`src/rtl/mul_div_unit.sv`:
```
// mul_div_unit: iterative RV64M multiply/divide, one bit per cycle, valid/ready on both sides.
// Optional MD_FLUSH_EN adds a flush input that aborts any operation back to IDLE.
module mul_div_unit #(
  parameter int XLEN = 64
) (
  input  logic            clk,
  input  logic            rstn,
`ifdef MD_FLUSH_EN
  input  logic            flush,
`endif
  input  logic            in_valid,
  output logic            in_ready,
  input  logic [2:0]      op,
  input  logic            is_word,
  input  logic [XLEN-1:0] a,
  input  logic [XLEN-1:0] b,
  output logic            out_valid,
  input  logic            out_ready,
  output logic [XLEN-1:0] result,
  output logic            busy
);

  localparam int CW = $clog2(XLEN);
  localparam int HW = 32;

  localparam logic [2:0] OP_MUL    = 3'b000;
  localparam logic [2:0] OP_MULH   = 3'b001;
  localparam logic [2:0] OP_MULHSU = 3'b010;
  localparam logic [2:0] OP_DIV    = 3'b100;
  localparam logic [2:0] OP_REM    = 3'b110;

  typedef enum logic [1:0] {S_IDLE, S_CALC, S_FIX, S_DONE} state_t;

  state_t            state_reg, state_next;
  logic [2:0]        op_reg;
  logic              word_reg;
  logic              q_neg_reg;
  logic              r_neg_reg;
  logic [CW-1:0]     cnt_reg;
  logic [2*XLEN-1:0] acc_reg;
  logic [XLEN-1:0]   opb_reg;
  logic [XLEN-1:0]   result_reg;

  logic flush_w;
`ifdef MD_FLUSH_EN
  assign flush_w = flush;
`else
  assign flush_w = 1'b0;
`endif

  function automatic logic [XLEN-1:0] sext_w(input logic [XLEN-1:0] x);
    return {{(XLEN-HW){x[HW-1]}}, x[HW-1:0]};
  endfunction

  // Operand decode: illegal word MULH* variants collapse onto MULW.
  logic [2:0]      op_eff;
  logic            a_signed, b_signed, a_neg, b_neg;
  logic [XLEN-1:0] a_ext, b_ext, a_mag, b_mag, min_val, spec_raw, spec_res;
  logic            div_zero, div_ovf, special, accept;

  always_comb begin
    op_eff   = (is_word && !op[2]) ? OP_MUL : op;
    a_signed = (op_eff == OP_MULH) || (op_eff == OP_MULHSU) ||
               (op_eff == OP_DIV)  || (op_eff == OP_REM);
    b_signed = (op_eff == OP_MULH) || (op_eff == OP_DIV) || (op_eff == OP_REM);
    if (is_word) begin
      a_ext = a_signed ? sext_w(a) : {{(XLEN-HW){1'b0}}, a[HW-1:0]};
      b_ext = b_signed ? sext_w(b) : {{(XLEN-HW){1'b0}}, b[HW-1:0]};
    end else begin
      a_ext = a;
      b_ext = b;
    end
    a_neg = a_signed && a_ext[XLEN-1];
    b_neg = b_signed && b_ext[XLEN-1];
    a_mag = a_neg ? -a_ext : a_ext;
    b_mag = b_neg ? -b_ext : b_ext;

    min_val  = is_word ? {{(XLEN-HW+1){1'b1}}, {(HW-1){1'b0}}}
                       : {1'b1, {(XLEN-1){1'b0}}};
    div_zero = op_eff[2] && (b_ext == '0);
    div_ovf  = op_eff[2] && !op_eff[0] && (a_ext == min_val) && (b_ext == '1);
    special  = div_zero || div_ovf;

    if (div_zero) spec_raw = op_eff[1] ? a_ext : '1;
    else          spec_raw = op_eff[1] ? '0 : a_ext;
    spec_res = is_word ? sext_w(spec_raw) : spec_raw;

    accept = in_valid && (state_reg == S_IDLE) && !flush_w;
  end

  // One iteration: shift-add multiply or restoring divide on the shared accumulator.
  logic [XLEN:0]     mul_sum, div_sh, div_diff;
  logic [2*XLEN-1:0] acc_step;

  always_comb begin
    mul_sum  = {1'b0, acc_reg[2*XLEN-1:XLEN]} + (acc_reg[0] ? {1'b0, opb_reg} : '0);
    div_sh   = {acc_reg[2*XLEN-1:XLEN], acc_reg[XLEN-1]};
    div_diff = div_sh - {1'b0, opb_reg};
    if (op_reg[2]) begin
      if (!div_diff[XLEN]) acc_step = {div_diff[XLEN-1:0], acc_reg[XLEN-2:0], 1'b1};
      else                 acc_step = {div_sh[XLEN-1:0], acc_reg[XLEN-2:0], 1'b0};
    end else begin
      acc_step = {mul_sum, acc_reg[XLEN-1:1]};
    end
  end

  logic last_iter;
  assign last_iter = (cnt_reg == (word_reg ? CW'(HW-1) : CW'(XLEN-1)));

  // Sign fix-up and result selection; word products sit shifted up by HW bits.
  logic [XLEN-1:0] acc_hi, acc_lo, quo, rem, mul_lo, mul_hi, fix_raw, fix_res;

  always_comb begin
    acc_hi  = acc_reg[2*XLEN-1:XLEN];
    acc_lo  = acc_reg[XLEN-1:0];
    mul_hi  = q_neg_reg ? (~acc_hi + XLEN'(acc_lo == '0)) : acc_hi;
    mul_lo  = word_reg ? acc_reg[XLEN+HW-1:HW] : acc_lo;
    quo     = q_neg_reg ? -acc_lo : acc_lo;
    rem     = r_neg_reg ? -acc_hi : acc_hi;
    if (op_reg[2])             fix_raw = op_reg[1] ? rem : quo;
    else if (op_reg[1:0] == 2'b00) fix_raw = mul_lo;
    else                       fix_raw = mul_hi;
    fix_res = word_reg ? sext_w(fix_raw) : fix_raw;
  end

  always_ff @(posedge clk or negedge rstn) begin
    if (!rstn) state_reg <= S_IDLE;
    else       state_reg <= state_next;
  end

  always_comb begin
    state_next = state_reg;
    case (state_reg)
      S_IDLE:  if (accept) state_next = special ? S_DONE : S_CALC;
      S_CALC:  if (last_iter) state_next = S_FIX;
      S_FIX:   state_next = S_DONE;
      S_DONE:  if (out_ready) state_next = S_IDLE;
      default: state_next = S_IDLE;
    endcase
    if (flush_w) state_next = S_IDLE;
  end

  always_comb begin
    in_ready  = 1'b0;
    busy      = 1'b1;
    out_valid = 1'b0;
    case (state_reg)
      S_IDLE: begin
        in_ready = 1'b1;
        busy     = 1'b0;
      end
      S_DONE:  out_valid = 1'b1;
      default: ;
    endcase
  end

  always_ff @(posedge clk or negedge rstn) begin
    if (!rstn) begin
      op_reg     <= '0;
      word_reg   <= 1'b0;
      q_neg_reg  <= 1'b0;
      r_neg_reg  <= 1'b0;
      cnt_reg    <= '0;
      acc_reg    <= '0;
      opb_reg    <= '0;
      result_reg <= '0;
    end else begin
      case (state_reg)
        S_IDLE: if (accept) begin
          op_reg    <= op_eff;
          word_reg  <= is_word;
          q_neg_reg <= a_neg ^ b_neg;
          r_neg_reg <= a_neg;
          cnt_reg   <= '0;
          opb_reg   <= b_mag;
          // Word dividends are left-aligned so the MSB always enters at bit XLEN-1.
          acc_reg   <= {{XLEN{1'b0}},
                        (op_eff[2] && is_word) ? {a_mag[HW-1:0], {(XLEN-HW){1'b0}}} : a_mag};
          if (special) result_reg <= spec_res;
        end
        S_CALC: begin
          acc_reg <= acc_step;
          cnt_reg <= cnt_reg + CW'(1);
        end
        S_FIX: if (!flush_w) result_reg <= fix_res;
        default: ;
      endcase
    end
  end

  assign result = result_reg;

endmodule
```
`config.mk`:
```
export PLATFORM = sky130hd
export DESIGN_NAME = mul_div_unit
export DESIGN_NICKNAME = d
export VERILOG_FILES = /design/src/rtl/mul_div_unit.sv
export SDC_FILE = /design/constraint.sdc
export NUM_CORES = 2
export LEC_CHECK = 0
export BUFFER_PORTS_ARGS = -buffer_cell sky130_fd_sc_hd__buf_2
export CAP_MARGIN = 30
export CORE_UTILIZATION = 45
export CTS_BUF_LIST = sky130_fd_sc_hd__clkbuf_4 sky130_fd_sc_hd__clkbuf_8
export CTS_CLUSTER_DIAMETER = 40
export DETAILED_ROUTE_END_ITERATION = 10
export MAX_ROUTING_LAYER = met4
export PLACE_DENSITY_LB_ADDON = 0.25
export SLEW_MARGIN = 20
export SYNTH_ARGS = -nofsm -noshare
export SYNTH_HDL_FRONTEND = slang
export SYNTH_SLANG_ARGS = --single-unit
```
`constraint.sdc`:
```
create_clock -name clk -period 8.6 [get_ports clk]
set_clock_uncertainty 0.1 [all_clocks]
set_input_delay 1.29 -clock clk [delete_from_list [all_inputs] [get_ports clk]]
set_output_delay 1.29 -clock clk [all_outputs]
set_load 0.05 [all_outputs]
```
Yosys cells after proc, flatten, opt, wreduce, memory -nomap -nowiden --
Cells that the tools add are included.
Cells by class: add/sub/neg operators 8, equality and inequality tests 14, mux-type cells 40, bitwise logic cells 2, reductions and logical operators 27
Operator list (count):
- $mux W64 | 22
- $mux W128 | 3
- $neg A64 Y64 | 4
- $pmux W128 S2 | 1
- $logic_not A64 Y1 | 2
- $pmux W64 S2 | 1
- $add A64 B64 Y65 | 1
- $sub A65 B64 Y65 | 1
- $add A64 B1 Y64 | 1
- $eq A64 B64 Y1 | 1
- $eq A64 B64 Y1 const B | 1
- $not A64 Y64 | 1
- $mux W63 | 1
- $mux W6 | 2
- $pmux W6 S2 | 1
- $logic_and A1 B1 Y1 | 9
- $mux W2 | 4
- $ne A2 B2 Y1 const B | 4
- $pmux W2 S4 | 1
- $add A6 B1 Y6 const B | 1
- $eq A3 B3 Y1 const B | 2
- $eq A6 B6 Y1 | 1
- $logic_or A1 B1 Y1 | 6
- $reduce_and A3 Y1 | 2
- 11 further kinds | 18
Storage, ports and cells: flip-flop bits (word level) 270, input port bits 136, output and inout bits 67, word-level logic and storage cells 100

Logic depth before layout (Yosys ltp) --
depth after elaboration 16, gate-level depth with buffers 22, depth with buffers taken out 20

Worst setup path before layout --
OpenSTA, ideal clock, no wires.
path kind register to register, start register acc_reg[52], end register result_reg[51], in the netlist result[51], setup time 0.121 ns, arrival 4.560 ns, data required time 8.379 ns, path slack 3.819 ns, cell stages (with the launch flop) 22, path buffers 3, clock period less this slack 4.781 ns, cell sequence dfrtp_1 > clkbuf_1 > or3_1 > or4_1 > or3_1 > or3_1 > or3_1 > nor3_1 > ha_1 > nand2_1 > or2_2 > clkbuf_1 > nor3_1 > nand2_1 > nand2_1 > xor2_1 > a211oi_1 > a21o_1 > a21oi_4 > buf_6 > o31ai_1 > a22o_1
On the way: cells in the longest elaborated chain, start to end 7
RTL lines:
- start, declared | RTL line 40 | logic [2*XLEN-1:0] acc_reg;
- start signal, assigned | RTL line 177 | acc_reg <= {{XLEN{1'b0}},
- start signal, assigned | RTL line 182 | acc_reg <= acc_step;
- $logic_not A64 Y1 | RTL line 116 | mul_hi = q_neg_reg ? (~acc_hi + XLEN'(acc_lo == '0)) : acc_hi;
- $add A64 B1 Y64 | RTL line 116
- $mux W64 | RTL line 116
- $mux W64 | RTL line 121 | else if (op_reg[1:0] == 2'b00) fix_raw = mul_lo;
- $mux W64 | RTL line 120 | if (op_reg[2]) fix_raw = op_reg[1] ? rem : quo;
- $mux W64 | RTL line 123 | fix_res = word_reg ? sext_w(fix_raw) : fix_raw;
- $pmux W64 S2 | RTL line 168 | case (state_reg)
- end signal, assigned | RTL line 179 | if (special) result_reg <= spec_res;
- end signal, assigned | RTL line 185 | S_FIX: if (!flush_w) result_reg <= fix_res;
- end, declared | RTL line 42 | logic [XLEN-1:0] result_reg;
Every way passes these cells. A chain may end at the register's enable or synchronous reset.

Final worst setup path --
start register acc_reg[10], end register result_reg[56], in the netlist result[56]
On the way: cells in the longest elaborated chain, start to end 7, elaborated cells between the ends (all ways) 10, classes of those cells add/sub (2); mux (7); reduce/logical (1)
RTL lines (RTL line):
- $logic_not A64 Y1 | 116
- $add A64 B1 Y64 | 116
- $mux W64 | 116
- $mux W64 | 121
- $mux W64 (*) | 120
- $mux W64 (*) | 123
- $pmux W64 S2 (*) | 168
Every way passes the cells marked *; elsewhere a longest branch is shown, timed or not.

==> results.md <==
* Leak pwr at roughly 15 nW
* Synth unique cells at between 90 and 100
* Number of global-route vias before repair at 31.3k
* Placed cell area at around 33000 um2
* Share of the yosys chip area belonging to registers at 0.214
* Total congestion overflow at 0
* Met2 usage at 0.543
* Post-Synth Simple-Gate Area at 0.205
* Area of the die at between 70000 and 80000 um2
* Antenna violations before repair at 3
* Via density per instance at ~6.4
* Layout Cell Area excl Fill at between 30000 and 40000 um2
* Avg WL per Cell at around 25 um
* Clock input transition at the sequential cells of the worst setup and hold paths at about 60 ps
* Placer Congestion at between 1 and 1.5
* Largest family of logic cells by synthesized area: compound AO/OA/AOI/OAI gates
* Footprint of the flip-flops and latches at a little under 7000 um2
* Clk Latency, worst-skew pair at ~690 ps
* Cell count of the worst reg-to-reg path at 18
* Total GRT Usage at 0.371
* Number of H-tree levels at 3
* Kind of end point of the critical path: flip-flop
* Total clock buffers created by CTS at 70
* Kind of launch point of the worst setup path: flip-flop
* Syn Nets at about 4.7k
* Worst Path Required at approximately 9000 ps
* Crit path arrival time at roughly 7000 ps
* Max FFs per register at around 130
* Dominant register cell in the synthesized netlist: sky130_fd_sc_hd__dfrtp_1
* Startpoint-to-endpoint class of the critical path: reg2reg
* Number of maximum-capacitance constraint violations at 0
* VDD IR-drop max at ~0.53 mV
* Unrepaired setup endpoints after global routing: false
* Compound-cell area share of the yosys netlist at 0.300
* Layout Cells excl Fill at 5365
* Final hold violations at 0
* Fillers at ~7.1k
* Most common cell after layout, fill and taps aside: sky130_fd_sc_hd__nand2_1
* Number of iterations in the first detailed-routing pass at 6
* CTS Sinks at 270
* Post_cts resized at 0
* Number of instances in the synthesized netlist at 4412
* Final HPWL DP at approximately 100000 um
* Worst hold path startpoint: result[13]$_DFFE_PN0P_
* EDFF count, synth at 0
* Total count of max-transition violations in the final report at 0
* Post-Synth XOR/XNOR Area at 0.112
* CTS root buffer: sky130_fd_sc_hd__clkbuf_8
* Number of I/O pins at roughly 200
* Count of state elements after synthesis at 270
* Fin nets at between 4k and 5k
* Relative slew slack at 0.364
* Placed instance count at 5229
* Adder and majority gate portion of the synthesized area at 0.0663
* Post-CTS Setup Repair Bufs at 0
* Outcome: finished clean
* Per-instance average area after synthesis at about 7.2 um2
* Post-route worst setup slack at ~2100 ps
* Reg2reg setup slack at ~2100 ps
* Power density over the cells at between 400 and 500 nW/um2
* Upper clock frequency limit at 153 MHz
* Floorplan die height at roughly 270 um
* Routing usage on met1 at 0.475
* Critical path peak fanout at 27
* Via count at about 34k
* DIE WIDTH at approximately 270 um
* Actual slew at the worst max-slew pin at ~950 ps
* Site row count at 96
* # hold bufs at CTS at 0
* Routed wire length at about 130000 um
* Setup TNS at 0 ps
* Routing layer with the top usage in global route: met2
* Netlist Area Pre-Place at ~32000 um2
* Pin count of the biggest net entering global routing at 108
* WHS Path Cells at 2
* Violation count after the first detailed-routing iteration at roughly 4.2k
* Drc violations at 0
* Minimum period implied by the final worst setup slack at about 6500 ps
* Post-synthesis async set-or-reset flop share at 1.00
* Type of the most critical hold path: reg2reg
* Reg-to-reg startpoint: acc_reg[10]$_DFFE_PN0P_
* Residual antenna-violating net count after detailed routing at 0
* Starting utilization of the core area at 0.458
* Total setup violations reported at the end of the flow at 0
* Fraction of final layout cells with drive strength greater than 1 at 0.110
* R2R Path End: result[56]$_DFFE_PN0P_
* Total number of yosys warnings at 0
* Worst Setup Slack post-DPL at 2230 ps
* Final cycle utilization of the critical path at 0.758
* Area growth from synthesis to final layout at 9.45%
* Multi-input gate area at around 23000 um2
* Multiplexer fraction of the synthesized cell area at 0.0408
* Clock tree from TritonCTS: done
* Core area at a little under 70000 um2
* Number of buffer cells added on primary ports at around 200
* Clock buffer depth at 3
* Wire length of the first global-routing pass at 196000 um
* Endpoint of the worst hold-timing path: result[13]$_DFFE_PN0P_
* Met3 capacity usage during global routing at 0.0669
* Most used cells in the layout excluding fill and tap cells: sky130_fd_sc_hd__nand2_1, sky130_fd_sc_hd__o21ai_0, sky130_fd_sc_hd__a21oi_1
cell type report:
type,count,share of cell area
Clock inverter,40,0.0137
Multi-Input combinational cell,3641,0.664
Inverter,135,0.0147
Timing Repair Buffer,259,0.0445
Sequential cell,270,0.196
Clock buffer,87,0.0332
Antenna cell,2,0.000145
Tap cell,931,0.0337
worst max-delay path by stage:
stage	from	endpoint	cells after the start
CTS	acc_reg[10]$_DFFE_PN0P_	result[56]$_DFFE_PN0P_	18
detailed placement	b[2]	result[56]$_DFFE_PN0P_	14
global route	acc_reg[10]$_DFFE_PN0P_	result[53]$_DFFE_PN0P_	18
floorplan	acc_reg[52]$_DFFE_PN0P_	result[51]$_DFFE_PN0P_	21
global placement	b[6]	result[63]$_DFFE_PN0P_	11
finish	acc_reg[10]$_DFFE_PN0P_	result[56]$_DFFE_PN0P_	18
cell usage after synthesis, types with 31 or more instances:
master | n | area [um2]
sky130_fd_sc_hd__nor2_1 | 416 | 1560
sky130_fd_sc_hd__xnor2_1 | 221 | 1940
sky130_fd_sc_hd__a31oi_1 | 34 | 213
sky130_fd_sc_hd__o211ai_1 | 66 | 495
sky130_fd_sc_hd__a21oi_1 | 416 | 2080
sky130_fd_sc_hd__a211oi_1 | 51 | 383
sky130_fd_sc_hd__inv_1 | 133 | 499
sky130_fd_sc_hd__o21ai_0 | 443 | 2220
sky130_fd_sc_hd__nand4_1 | 60 | 375
sky130_fd_sc_hd__mux2i_1 | 104 | 1040
sky130_fd_sc_hd__buf_1 | 32 | 120
sky130_fd_sc_hd__a21o_1 | 95 | 713
sky130_fd_sc_hd__nor3_1 | 76 | 380
sky130_fd_sc_hd__o21ai_1 | 55 | 275
sky130_fd_sc_hd__ha_1 | 140 | 1750
sky130_fd_sc_hd__nor4_1 | 36 | 225
sky130_fd_sc_hd__nand3_1 | 52 | 260
sky130_fd_sc_hd__xor2_1 | 183 | 1600
sky130_fd_sc_hd__dfrtp_1 | 270 | 6760
sky130_fd_sc_hd__clkbuf_1 | 301 | 1130
sky130_fd_sc_hd__a22oi_1 | 31 | 233
sky130_fd_sc_hd__o31ai_1 | 71 | 533
sky130_fd_sc_hd__or3_1 | 44 | 275
sky130_fd_sc_hd__nand2_1 | 548 | 2060
routing by layer:
layer  share of wire  up-vias  routed length [um]
met5               0        -                   0
met4           0.069        0                9040
met3           0.090      356               11800
met2            0.43     1744               57000
met1            0.41    16200               53700
li1                -    15800                   -
kinds of logic (layout without fill, tap and decap cells):
kind of cell | count (synthesis) | count (layout)
other cells | 0 | 2
buf+inv | 501 | 521
compound gates | 1534 | 1534
fa+ha+maj | 172 | 172
flops | 270 | 270
xor+xnor | 404 | 404
simple gates | 1405 | 1405
mux | 126 | 126
critical path, stage by stage, from the launching register on:
cell and delay, ps:
sky130_fd_sc_hd__dfrtp_1 450, sky130_fd_sc_hd__or4_4 590, sky130_fd_sc_hd__nor4_2 220, sky130_fd_sc_hd__nand3_1 280, sky130_fd_sc_hd__nor4_2 620, sky130_fd_sc_hd__nand4_1 350, sky130_fd_sc_hd__nor3_1 670, sky130_fd_sc_hd__ha_1 350
sky130_fd_sc_hd__nand2_1 170, sky130_fd_sc_hd__or2_2 450, sky130_fd_sc_hd__nor3_1 180, sky130_fd_sc_hd__nand2_1 130, sky130_fd_sc_hd__nand2_1 100, sky130_fd_sc_hd__xor2_1 200, sky130_fd_sc_hd__a211oi_1 100, sky130_fd_sc_hd__a21o_1 280
sky130_fd_sc_hd__a21oi_4 670, sky130_fd_sc_hd__and2b_1 340, sky130_fd_sc_hd__a21oi_1 110
where the power goes:
part | total (mW) | internal [mW] | switching, mW
logic | 10.4 | 3.57 | 6.80
clock network | 1.93 | 1.16 | 0.765
registers | 2.96 | 1.82 | 1.15
total | 15.3 | 6.55 | 8.72
stage by stage:
step | utilization | total power, mW | hold slack [ps]
3_3_place_gp | 0.475 | 12.9 | 358
4_1_cts | 0.499 | 15.0 | 378
3_5_place_dp | 0.475 | 13.0 | 365
2_1_floorplan | - | 9.94 | 349
5_1_grt | 0.501 | 16.2 | 402
6_report | 0.501 | 15.3 | 374
(Power assumes the default switching activity.)
